$ cat src/rtl/gaussian_row_elim.sv
// gaussian_row_elim
//   One Gaussian elimination step on a row-major fixed-point matrix held in
//   external memory: target[k] -= (factor * pivot[k]) >>> FRAC_W for
//   k = col_start .. N-1. Element (r,k) lives at A_r + (r*N + k)*(DATA_W/8).
//   One element is processed at a time: read pivot, read target, write back.
//
//   Optional build macro: GAUSS_ROW_SATURATE_EN
//     defined   -> the difference saturates to the signed DATA_W range
//     undefined -> the difference wraps (two's-complement truncation)
//
// Ports
//   clock, reset            sole clock, synchronous active-high reset
//   start / busy            call handshake (busy high outside IDLE)
//   done / stall            return handshake (return taken on done && !stall)
//   A_r, pivot_row,
//   target_row, col_start,
//   factor                  call arguments, registered on acceptance
//   avmm_0_rw_*             Avalon-MM master, one request outstanding at most
module gaussian_row_elim #(
    parameter int DATA_W = 32,
    parameter int FRAC_W = 16,
    parameter int N      = 64,
    parameter int ADDR_W = 64,
    parameter int IDX_W  = 16
) (
    input  logic                clock,
    input  logic                reset,
    input  logic                start,
    output logic                busy,
    output logic                done,
    input  logic                stall,
    input  logic [ADDR_W-1:0]   A_r,
    input  logic [IDX_W-1:0]    pivot_row,
    input  logic [IDX_W-1:0]    target_row,
    input  logic [IDX_W-1:0]    col_start,
    input  logic [DATA_W-1:0]   factor,
    output logic [ADDR_W-1:0]   avmm_0_rw_address,
    output logic [DATA_W/8-1:0] avmm_0_rw_byteenable,
    output logic                avmm_0_rw_read,
    output logic                avmm_0_rw_write,
    output logic [DATA_W-1:0]   avmm_0_rw_writedata,
    input  logic [DATA_W-1:0]   avmm_0_rw_readdata,
    input  logic                avmm_0_rw_waitrequest,
    input  logic                avmm_0_rw_readdatavalid
);

    localparam int BYTES = DATA_W / 8;
    localparam int PW    = 2 * DATA_W;  // full product width
    localparam int DW    = PW + 1;      // difference width, never overflows

`ifdef GAUSS_ROW_SATURATE_EN
    localparam bit SAT_EN = 1'b1;
`else
    localparam bit SAT_EN = 1'b0;
`endif

    typedef enum logic [2:0] {IDLE, RD_P, WT_P, RD_T, WT_T, WR, DONE} state_t;

    state_t state, state_nxt;

    logic [ADDR_W-1:0] base_q;
    logic [IDX_W-1:0]  prow_q, trow_q;
    logic [IDX_W-1:0]  k, k_nxt;
    logic [DATA_W-1:0] factor_q, pivot_q;

    logic accept, empty, last_k;
    logic rd_nxt, wr_nxt;

    // In the accept cycle the arguments are not registered yet, so the first
    // address is formed from the ports directly.
    logic [ADDR_W-1:0] base_cur, elem_idx, addr_nxt;
    logic [IDX_W-1:0]  prow_cur, trow_cur, row_nxt;

    assign accept   = start && !busy && (state == IDLE);
    assign empty    = 32'(col_start) >= 32'(N);
    assign last_k   = 32'(k) == 32'(N - 1);

    assign base_cur = (state == IDLE) ? A_r        : base_q;
    assign prow_cur = (state == IDLE) ? pivot_row  : prow_q;
    assign trow_cur = (state == IDLE) ? target_row : trow_q;

    // ---------------- next-state ----------------
    always_comb begin
        state_nxt = state;
        k_nxt     = k;
        unique case (state)
            IDLE: if (accept) begin
                k_nxt     = col_start;
                state_nxt = empty ? DONE : RD_P;
            end
            RD_P: if (!avmm_0_rw_waitrequest)  state_nxt = WT_P;
            WT_P: if (avmm_0_rw_readdatavalid) state_nxt = RD_T;
            RD_T: if (!avmm_0_rw_waitrequest)  state_nxt = WT_T;
            WT_T: if (avmm_0_rw_readdatavalid) state_nxt = WR;
            WR: if (!avmm_0_rw_waitrequest) begin
                if (last_k) begin
                    state_nxt = DONE;
                end else begin
                    k_nxt     = k + IDX_W'(1);
                    state_nxt = RD_P;
                end
            end
            DONE: if (!stall) state_nxt = IDLE;
            default: state_nxt = IDLE;
        endcase
    end

    // Bus outputs are registered, so they are derived from the next state.
    assign rd_nxt   = (state_nxt == RD_P) || (state_nxt == RD_T);
    assign wr_nxt   = (state_nxt == WR);
    assign row_nxt  = (state_nxt == RD_P) ? prow_cur : trow_cur;
    assign elem_idx = ADDR_W'(row_nxt) * ADDR_W'(N) + ADDR_W'(k_nxt);
    assign addr_nxt = base_cur + elem_idx * ADDR_W'(BYTES);

    // ---------------- arithmetic ----------------
    logic signed [PW-1:0] fac_x, piv_x, prod, prod_sh;
    logic signed [DW-1:0] diff;
    logic                 ovf;
    logic [DATA_W-1:0]    res;

    always_comb begin
        fac_x   = PW'($signed(factor_q));
        piv_x   = PW'($signed(pivot_q));
        prod    = fac_x * piv_x;
        prod_sh = prod >>> FRAC_W;    // floor division by 2^FRAC_W
        diff    = DW'($signed(avmm_0_rw_readdata)) - DW'(prod_sh);
        // Out of range when the bits above the DATA_W sign bit disagree.
        ovf     = !((&diff[DW-1:DATA_W-1]) || !(|diff[DW-1:DATA_W-1]));
        res     = diff[DATA_W-1:0];
        if (SAT_EN && ovf)
            res = diff[DW-1] ? {1'b1, {(DATA_W-1){1'b0}}}
                             : {1'b0, {(DATA_W-1){1'b1}}};
    end

    // ---------------- state register ----------------
    always_ff @(posedge clock) begin
        if (reset) state <= IDLE;
        else       state <= state_nxt;
    end

    // ---------------- datapath / registered outputs ----------------
    always_ff @(posedge clock) begin
        if (reset) begin
            k                    <= '0;
            base_q               <= '0;
            prow_q               <= '0;
            trow_q               <= '0;
            factor_q             <= '0;
            pivot_q              <= '0;
            busy                 <= 1'b0;
            done                 <= 1'b0;
            avmm_0_rw_read       <= 1'b0;
            avmm_0_rw_write      <= 1'b0;
            avmm_0_rw_address    <= '0;
            avmm_0_rw_byteenable <= '0;
            avmm_0_rw_writedata  <= '0;
        end else begin
            k                    <= k_nxt;
            busy                 <= (state_nxt != IDLE);
            done                 <= (state_nxt == DONE);
            avmm_0_rw_read       <= rd_nxt;
            avmm_0_rw_write      <= wr_nxt;
            avmm_0_rw_byteenable <= (rd_nxt || wr_nxt) ? '1 : '0;
            if (rd_nxt || wr_nxt)
                avmm_0_rw_address <= addr_nxt;
            if (accept) begin
                base_q   <= A_r;
                prow_q   <= pivot_row;
                trow_q   <= target_row;
                factor_q <= factor;
            end
            if (state == WT_P && avmm_0_rw_readdatavalid)
                pivot_q <= avmm_0_rw_readdata;
            if (state == WT_T && avmm_0_rw_readdatavalid)
                avmm_0_rw_writedata <= res;
        end
    end

endmodule

$ cat config.mk
export PLATFORM = sky130hd
export DESIGN_NAME = gaussian_row_elim
export DESIGN_NICKNAME = d
export VERILOG_FILES = /design/src/rtl/gaussian_row_elim.sv
export SDC_FILE = /design/constraint.sdc
export NUM_CORES = 2
export LEC_CHECK = 0
export CAP_MARGIN = 20
export CORE_MARGIN = 2
export CORE_UTILIZATION = 30
export CTS_BUF_LIST = sky130_fd_sc_hd__clkbuf_4 sky130_fd_sc_hd__clkbuf_8
export DETAILED_ROUTE_END_ITERATION = 8
export PLACE_DENSITY_LB_ADDON = 0.25
export SETUP_SLACK_MARGIN = 0.3
export SYNTH_ARGS = -nofsm -noshare
export SYNTH_HDL_FRONTEND = slang
export SYNTH_SLANG_ARGS = --single-unit
$ cat constraint.sdc
create_clock -name clock -period 10.67 [get_ports clock]
set_input_delay 2.134 -clock clock [delete_from_list [all_inputs] [get_ports clock]]
set_output_delay 2.134 -clock clock [all_outputs]
set_load 0.05 [all_outputs]
### Word level (Yosys, flattened, before mapping)

Cells that the tools add are included.

* register bits after elaboration: 283
* bits of input ports: 182
* output and inout port bits: 104
* logic and storage cells: 59

* add/subtract/negate cells: 4
* multipliers: 1
* magnitude comparators: 1
* equal/unequal tests: 11
* multiplexer cells: 19
* reductions and logical operators: 9

Operator list (count)
* $mux 16: 6
* $add 64x25->64: 1
* $mux 64: 1
* $mul 32x32->48: 1
* $pmux 16 s2: 1
* $sub 32x32->32: 1
* $mux 3: 9
* $add 22x16->23: 1
* $pmux 3 s7: 1
* $add 16x1->16 const B: 1
* $eq 16x6->1 const B: 1
* $ge 16x7->1 const B: 1
* $eq 3x3->1 const B: 5
* $eq 3x2->1 const B: 3
* $eq 3x1->1 const B: 2
* $logic_and 1x1->1: 4
* $mux 4: 1
* $logic_not 3->1: 1
* $reduce_bool 3->1: 1
* $logic_or 1x1->1: 2
* $logic_not 1->1: 1

### Logic depth before layout (Yosys ltp)

* word-level depth: 9
* depth in mapped cells: 40
* depth with buffers taken out: 38

### Worst setup path before layout

No wires, ideal clock.

* kind: flip-flop to flip-flop
* from: register pivot_q[2]
* to: register avmm_0_rw_writedata[30]
* setup time: 0.122 ns
* arrival: 8.625 ns
* data required time: 10.548 ns
* slack: 1.923 ns
* stages on the path, launching flop included: 37
* path buffers: 2
* clock period less this slack: 8.747 ns
* path through: dfxtp_1 -> clkbuf_1 -> nand2_1 -> fa_1 -> fa_1 -> inv_1 -> fa_1 -> inv_1 -> fa_1 -> inv_1 -> ha_1 -> ha_1 -> fa_1 -> inv_1 -> fa_1 -> inv_1 -> ha_1 -> nand4_1 -> or4b_2 -> a31o_2 -> or2_2 -> a21oi_1 -> a21o_1 -> xnor2_1 -> ha_1 -> clkbuf_1 -> a21o_1 -> a21o_1 -> a21o_1 -> a21oi_1 -> nor2b_1 -> a311oi_1 -> o311a_1 -> nor3_1 -> a31oi_1 -> or4_1 -> nand3_1

* word-level cells in the longest chain between the ends: 2

Ends and longest elaborated chain
* from (decl): RTL line 64 `logic [DATA_W-1:0] factor_q, pivot_q;`
* from (signal assigned): RTL line 173 `pivot_q <= avmm_0_rw_readdata;`
* $mul 32x32->48: RTL line 124 `prod = fac_x * piv_x;`
* $sub 32x32->32: RTL line 126 `diff = DW'($signed(avmm_0_rw_readdata)) - DW'(prod_sh);`
* to (signal assigned): RTL line 175 `avmm_0_rw_writedata <= res;`
* to (decl): RTL line 41 `output logic [DATA_W-1:0] avmm_0_rw_writedata,`

No other way between the ends.
A chain may end at the register's enable or synchronous reset.

### Worst setup path in the final report

* from: register pivot_q[11]
* to: register avmm_0_rw_writedata[29]

The elaborated chain is that of the path after synthesis.

==> metrics.txt <==
# TYPE chip_impl_metric gauge
chip_impl_metric{name="netlist_instances",unit=""} 5100
chip_impl_metric{name="seq_area_frac_synth",unit="%"} 12.8
chip_impl_metric{name="grt_first_pass_wirelength",unit="mm"} 219
chip_impl_metric{name="die-area",unit="mm2"} 0.149
chip_impl_metric{name="max_cap_violations",unit=""} 0
chip_impl_info{name="crit_path_end_kind",value="flip-flop"} 1
chip_impl_metric{name="setup_viol",unit=""} 0
chip_impl_metric{name="wire_per_inst",unit="um"} 19.7
chip_impl_metric{name="p_leak",unit="nW"} 23.1
chip_impl_metric{name="netlist_area",unit="mm2"} 0.0439
chip_impl_info{name="startpoint",value="pivot_q[11]"} 1
chip_impl_metric{name="synth_nets",unit=""} 6351
chip_impl_info{name="worstSetupEndpoint",value="avmm_0_rw_writedata[29]"} 1
chip_impl_metric{name="detailedRoute.firstIterationViolations",unit=""} 2134
chip_impl_metric{name="area_growth_syn_to_fin",unit="%"} 14.4
chip_impl_metric{name="mean_instance_size_in_the_synthesized_netlist",unit="um2"} 8.61
chip_impl_metric{name="drc",unit=""} 0
chip_impl_metric{name="ir_drop",unit="mV"} 0.135
chip_impl_metric{name="largest_fanout_on_the_critical_path",unit=""} 19
chip_impl_info{name="critical_path.reg2reg.endpoint",value="avmm_0_rw_writedata[29]"} 1
chip_impl_info{name="cts_root_buf",value="clkbuf_8"} 1
chip_impl_metric{name="ant_nets",unit=""} 0
chip_impl_metric{name="dieWidth",unit="um"} 386
chip_impl_metric{name="reg2regPathDepth",unit=""} 34
chip_impl_info{name="outcome",value="completed"} 1
chip_impl_info{name="timing.critical_path.slowest_stage_cell",value="dfxtp_1"} 1
chip_impl_info{name="synth_ff_type",value="dfxtp_1"} 1
chip_impl_info{name="r2r_start",value="pivot_q[11]"} 1
chip_impl_metric{name="antenna_violations_before_repair",unit=""} 30
chip_impl_metric{name="finalHoldViolCount",unit=""} 0
chip_impl_metric{name="yosys_warnings",unit=""} 0
chip_impl_metric{name="timing.setup.tns",unit="ns"} 0
chip_impl_metric{name="fraction_of_synthesized_cell_area_taken_by_the_top_area_cell_type",unit="%"} 38.4
chip_impl_metric{name="initial_core_util",unit="%"} 30.2
chip_impl_info{name="critical_path_class",value="flip-flop to flip-flop"} 1
chip_impl_metric{name="tritoncts_buffers",unit=""} 52
chip_impl_metric{name="yosys_register_bits",unit=""} 280
chip_impl_metric{name="route.vias.total",unit=""} 34200
chip_impl_metric{name="pin_count_of_the_biggest_net_entering_global_routing",unit=""} 170
chip_impl_metric{name="grt_util_all_layers",unit="%"} 19.1
chip_impl_metric{name="synthDistinctLibCells",unit=""} 77
chip_impl_metric{name="global_placer_s_final_weighted_congestion",unit=""} 0.883
chip_impl_metric{name="final_util",unit="%"} 34.5
chip_impl_metric{name="r2r_setup_slack",unit="ns"} 0.78
chip_impl_metric{name="timing.final.max_slew_violations",unit=""} 0
chip_impl_metric{name="cts.reportedPaths.clkPinSlew",unit="ns"} 0.07
chip_impl_metric{name="design_power_total",unit="mW"} 7.83
chip_impl_info{name="crit_path_start_kind",value="flip-flop"} 1
chip_impl_metric{name="grt_pass1_vias",unit=""} 35700
chip_impl_metric{name="dpl-instance-area",unit="mm2"} 0.0489
chip_impl_metric{name="worst_slew_pin_slew",unit="ns"} 1.06
chip_impl_metric{name="place.detailed.hpwl",unit="mm"} 116
chip_impl_metric{name="core",unit="mm2"} 0.145
chip_impl_metric{name="design_area",unit="mm2"} 0.0502
chip_impl_metric{name="multiInputGateArea",unit="mm2"} 0.0340
chip_impl_metric{name="clock_tree.buffer_depth",unit=""} 3
chip_impl_metric{name="synth_enable_flop_cells",unit=""} 0
chip_impl_metric{name="power.density_cell_area",unit="mW/mm2"} 156
chip_impl_metric{name="final-seq-area",unit="mm2"} 0.00563
chip_impl_metric{name="worst-endpoint-required",unit="ns"} 11.14
chip_impl_metric{name="slowest_cell_delay_on_critical_path",unit="ns"} 0.88
chip_impl_info{name="setup_repair_after_global_routing_missed_its_margin",value="false"} 1
chip_impl_metric{name="slew-limit-headroom",unit="%"} 29.1
chip_impl_info{name="hp-class",value="flip-flop to flip-flop"} 1
chip_impl_info{name="yosysTopAreaCell",value="fa_1"} 1
chip_impl_metric{name="clk-insertion-delay-late",unit="ns"} 0.75
chip_impl_info{name="synth.area.top_cells",value="fa_1 (38%), dfxtp_1 (13%), nand2_1 (8.6%), and2_1 (7.1%), inv_1 (7.1%)"} 1
chip_impl_metric{name="die_h",unit="um"} 386
chip_impl_metric{name="drt_pass1_iterations",unit=""} 6
chip_impl_info{name="worst_path_most_repeated_cell",value="fa_1"} 1
chip_impl_metric{name="clock-sinks",unit=""} 280
chip_impl_metric{name="worst-endpoint-arrival",unit="ns"} 10.36
chip_impl_metric{name="boundaryPins",unit=""} 286
chip_impl_metric{name="rows",unit=""} 140
chip_impl_metric{name="hold_buf_count_cts",unit=""} 0
chip_impl_metric{name="gr-total-overflow",unit=""} 0
chip_impl_metric{name="port_buffers",unit=""} 285
chip_impl_metric{name="postSynth.asyncResetShare",unit="%"} 0
chip_impl_metric{name="routed_wirelength",unit="mm"} 142
chip_impl_metric{name="ctsHtreeMaxLevel",unit=""} 2
chip_impl_metric{name="drt-vias-per-instance",unit=""} 4.74
chip_impl_metric{name="max_freq",unit="MHz"} 101
chip_impl_metric{name="num-fill-cells",unit=""} 15300
chip_impl_metric{name="fin_worst_skew",unit="ns"} 0.142
chip_impl_metric{name="fin_crit_sh",unit="%"} 92.7
chip_impl_metric{name="period_minus_slack",unit="ns"} 9.89
chip_impl_metric{name="finish.net_count",unit=""} 6497
chip_impl_metric{name="final_layout_size_suffix_gt1_share",unit="%"} 4.99
chip_impl_info{name="tritoncts_clock_tree",value="done"} 1
critical path, delay by kind of cell (launching register included):
family                   cells  cell delay (ns)
adder cells (fa/ha/maj)     10             4.11
AO/OA/AOI/OAI               12             2.67
AND/OR/NAND/NOR              4             1.19
flip-flops                   1             0.88
buffers and inverters        6             0.43
XOR/XNOR                     2             0.37
kinds of logic (layout without fill, tap and decap cells):
family                     count (synthesis)  after routing  synth area share, %
and+or+nand+nor                         1840           1840                 20.0
buffers and inverters                   1130           1317                 9.74
adders and majority gates               1069           1069                 44.9
AOI/OAI and AO/OA                        561            561                 7.58
DFF                                      280            280                 12.8
xor gates and xnor gates                 165            165                 3.29
muxes                                     55             55                 1.71
other                                      0              3                    0
through the flow:
stage	instances	hold slack, ns	setup slack, ns
finish	7207	0.452	0.780
global route	7205	0.463	0.303
CTS	7204	0.452	0.310
detailed placement	7109	0.444	0.497
global placement	7109	0.438	0.476
floorplan	5100	0.433	1.92
state kept, by name, summed over array words and instances (netlist names), 3 cells and up:
| signal | count |
|---|---|
| prow_q | 16 |
| state | 3 |
| trow_q | 16 |
| base_q | 64 |
| pivot_q | 32 |
| factor_q | 32 |
| k | 16 |
| avmm_0_rw_writedata | 32 |
| avmm_0_rw_address | 64 |
routing by layer:
layer / routed length (um) / global-route usage (%) / up-vias
met1: 61300 / 25.1 / 17300
met5: 298 / 0 / -
met2: 66800 / 31.2 / 810
met3: 8810 / 4.28 / 243
met4: 4650 / 5.48 / 44
li1: - / - / 15800
placed cells by master (no fill, tap or decap), drive strengths merged, types with 9 or more instances in the layout:
master / netlist / layout
fa: 841 / 841
o21bai: 9 / 9
dfxtp: 280 / 280
and3: 20 / 20
a221o: 9 / 9
clkdlybuf4s50: 0 / 284
xnor2: 110 / 110
nand2b: 27 / 27
a31oi: 14 / 14
ha: 228 / 228
nand2: 1007 / 1007
a21o: 58 / 58
o21a: 13 / 13
clkbuf: 277 / 78
o21ai: 72 / 72
a21oi: 308 / 308
nand4: 15 / 15
and2: 499 / 499
nand3: 41 / 41
nor4: 12 / 12
nor2b: 44 / 44
buf: 24 / 109
xor2: 55 / 55
mux4: 16 / 16
a211oi: 31 / 31
inv: 829 / 832
nor3: 30 / 30
mux2i: 38 / 38
nor2: 99 / 99
area by class of cell:
cell class	instances	area share (%)
clock buffers	78	2.01
flip-flops and latches	280	11.2
clock inverters	17	0.521
diodes	3	0.0150
multi-input cells	3690	67.8
repair buffers	393	7.42
inverters	829	6.20
well taps	1917	4.78
cell usage after synthesis, types with 5 or more instances:
cell type and instances:
a211oi_1 31, or4_1 5, mux4_2 16, dfxtp_1 280, nand3b_1 8, o21ai_0 70, clkbuf_1 277, fa_1 841
or3_1 8, xor2_1 55, a21o_1 58, inv_1 829, o31ai_1 6, o21bai_1 9, a31oi_1 14, nor3_1 29
nand4_1 14, nand2b_1 27, buf_2 10, nor3b_1 5, nor4_2 6, nand3_1 41, a221o_1 9, o21a_1 13
or2_2 5, and2_1 498, nor2_1 96, ha_1 228, mux2i_1 38, nor2b_1 44, buf_1 9, nand2_1 1007
nor4_1 6, xnor2_1 110, and3_1 20, a21oi_1 308
power by group:
| part | switching, mW | internal, mW |
|---|---|---|
| Sequential | 0.310 | 1.29 |
| Clock | 0.554 | 0.757 |
| Combinational | 3.13 | 1.78 |
how the worst min path moves through the flow:
stage,startpoint,endpoint,slack [ns],depth (start not counted)
floorplan,prow_q[0],prow_q[0],0.43,2
global placement,trow_q[12],trow_q[12],0.44,2
detailed placement,avmm_0_rw_address[2],avmm_0_rw_address[2],0.44,2
CTS,avmm_0_rw_address[61],avmm_0_rw_address[61],0.45,2
global route,prow_q[8],prow_q[8],0.46,2
finish,prow_q[13],prow_q[13],0.45,2
timing repair:
action,in CTS,in global routing
setup buffers,0,0
endpoints found under the setup margin,0,9
gates resized for setup,0,20
(Power assumes the default switching activity.)
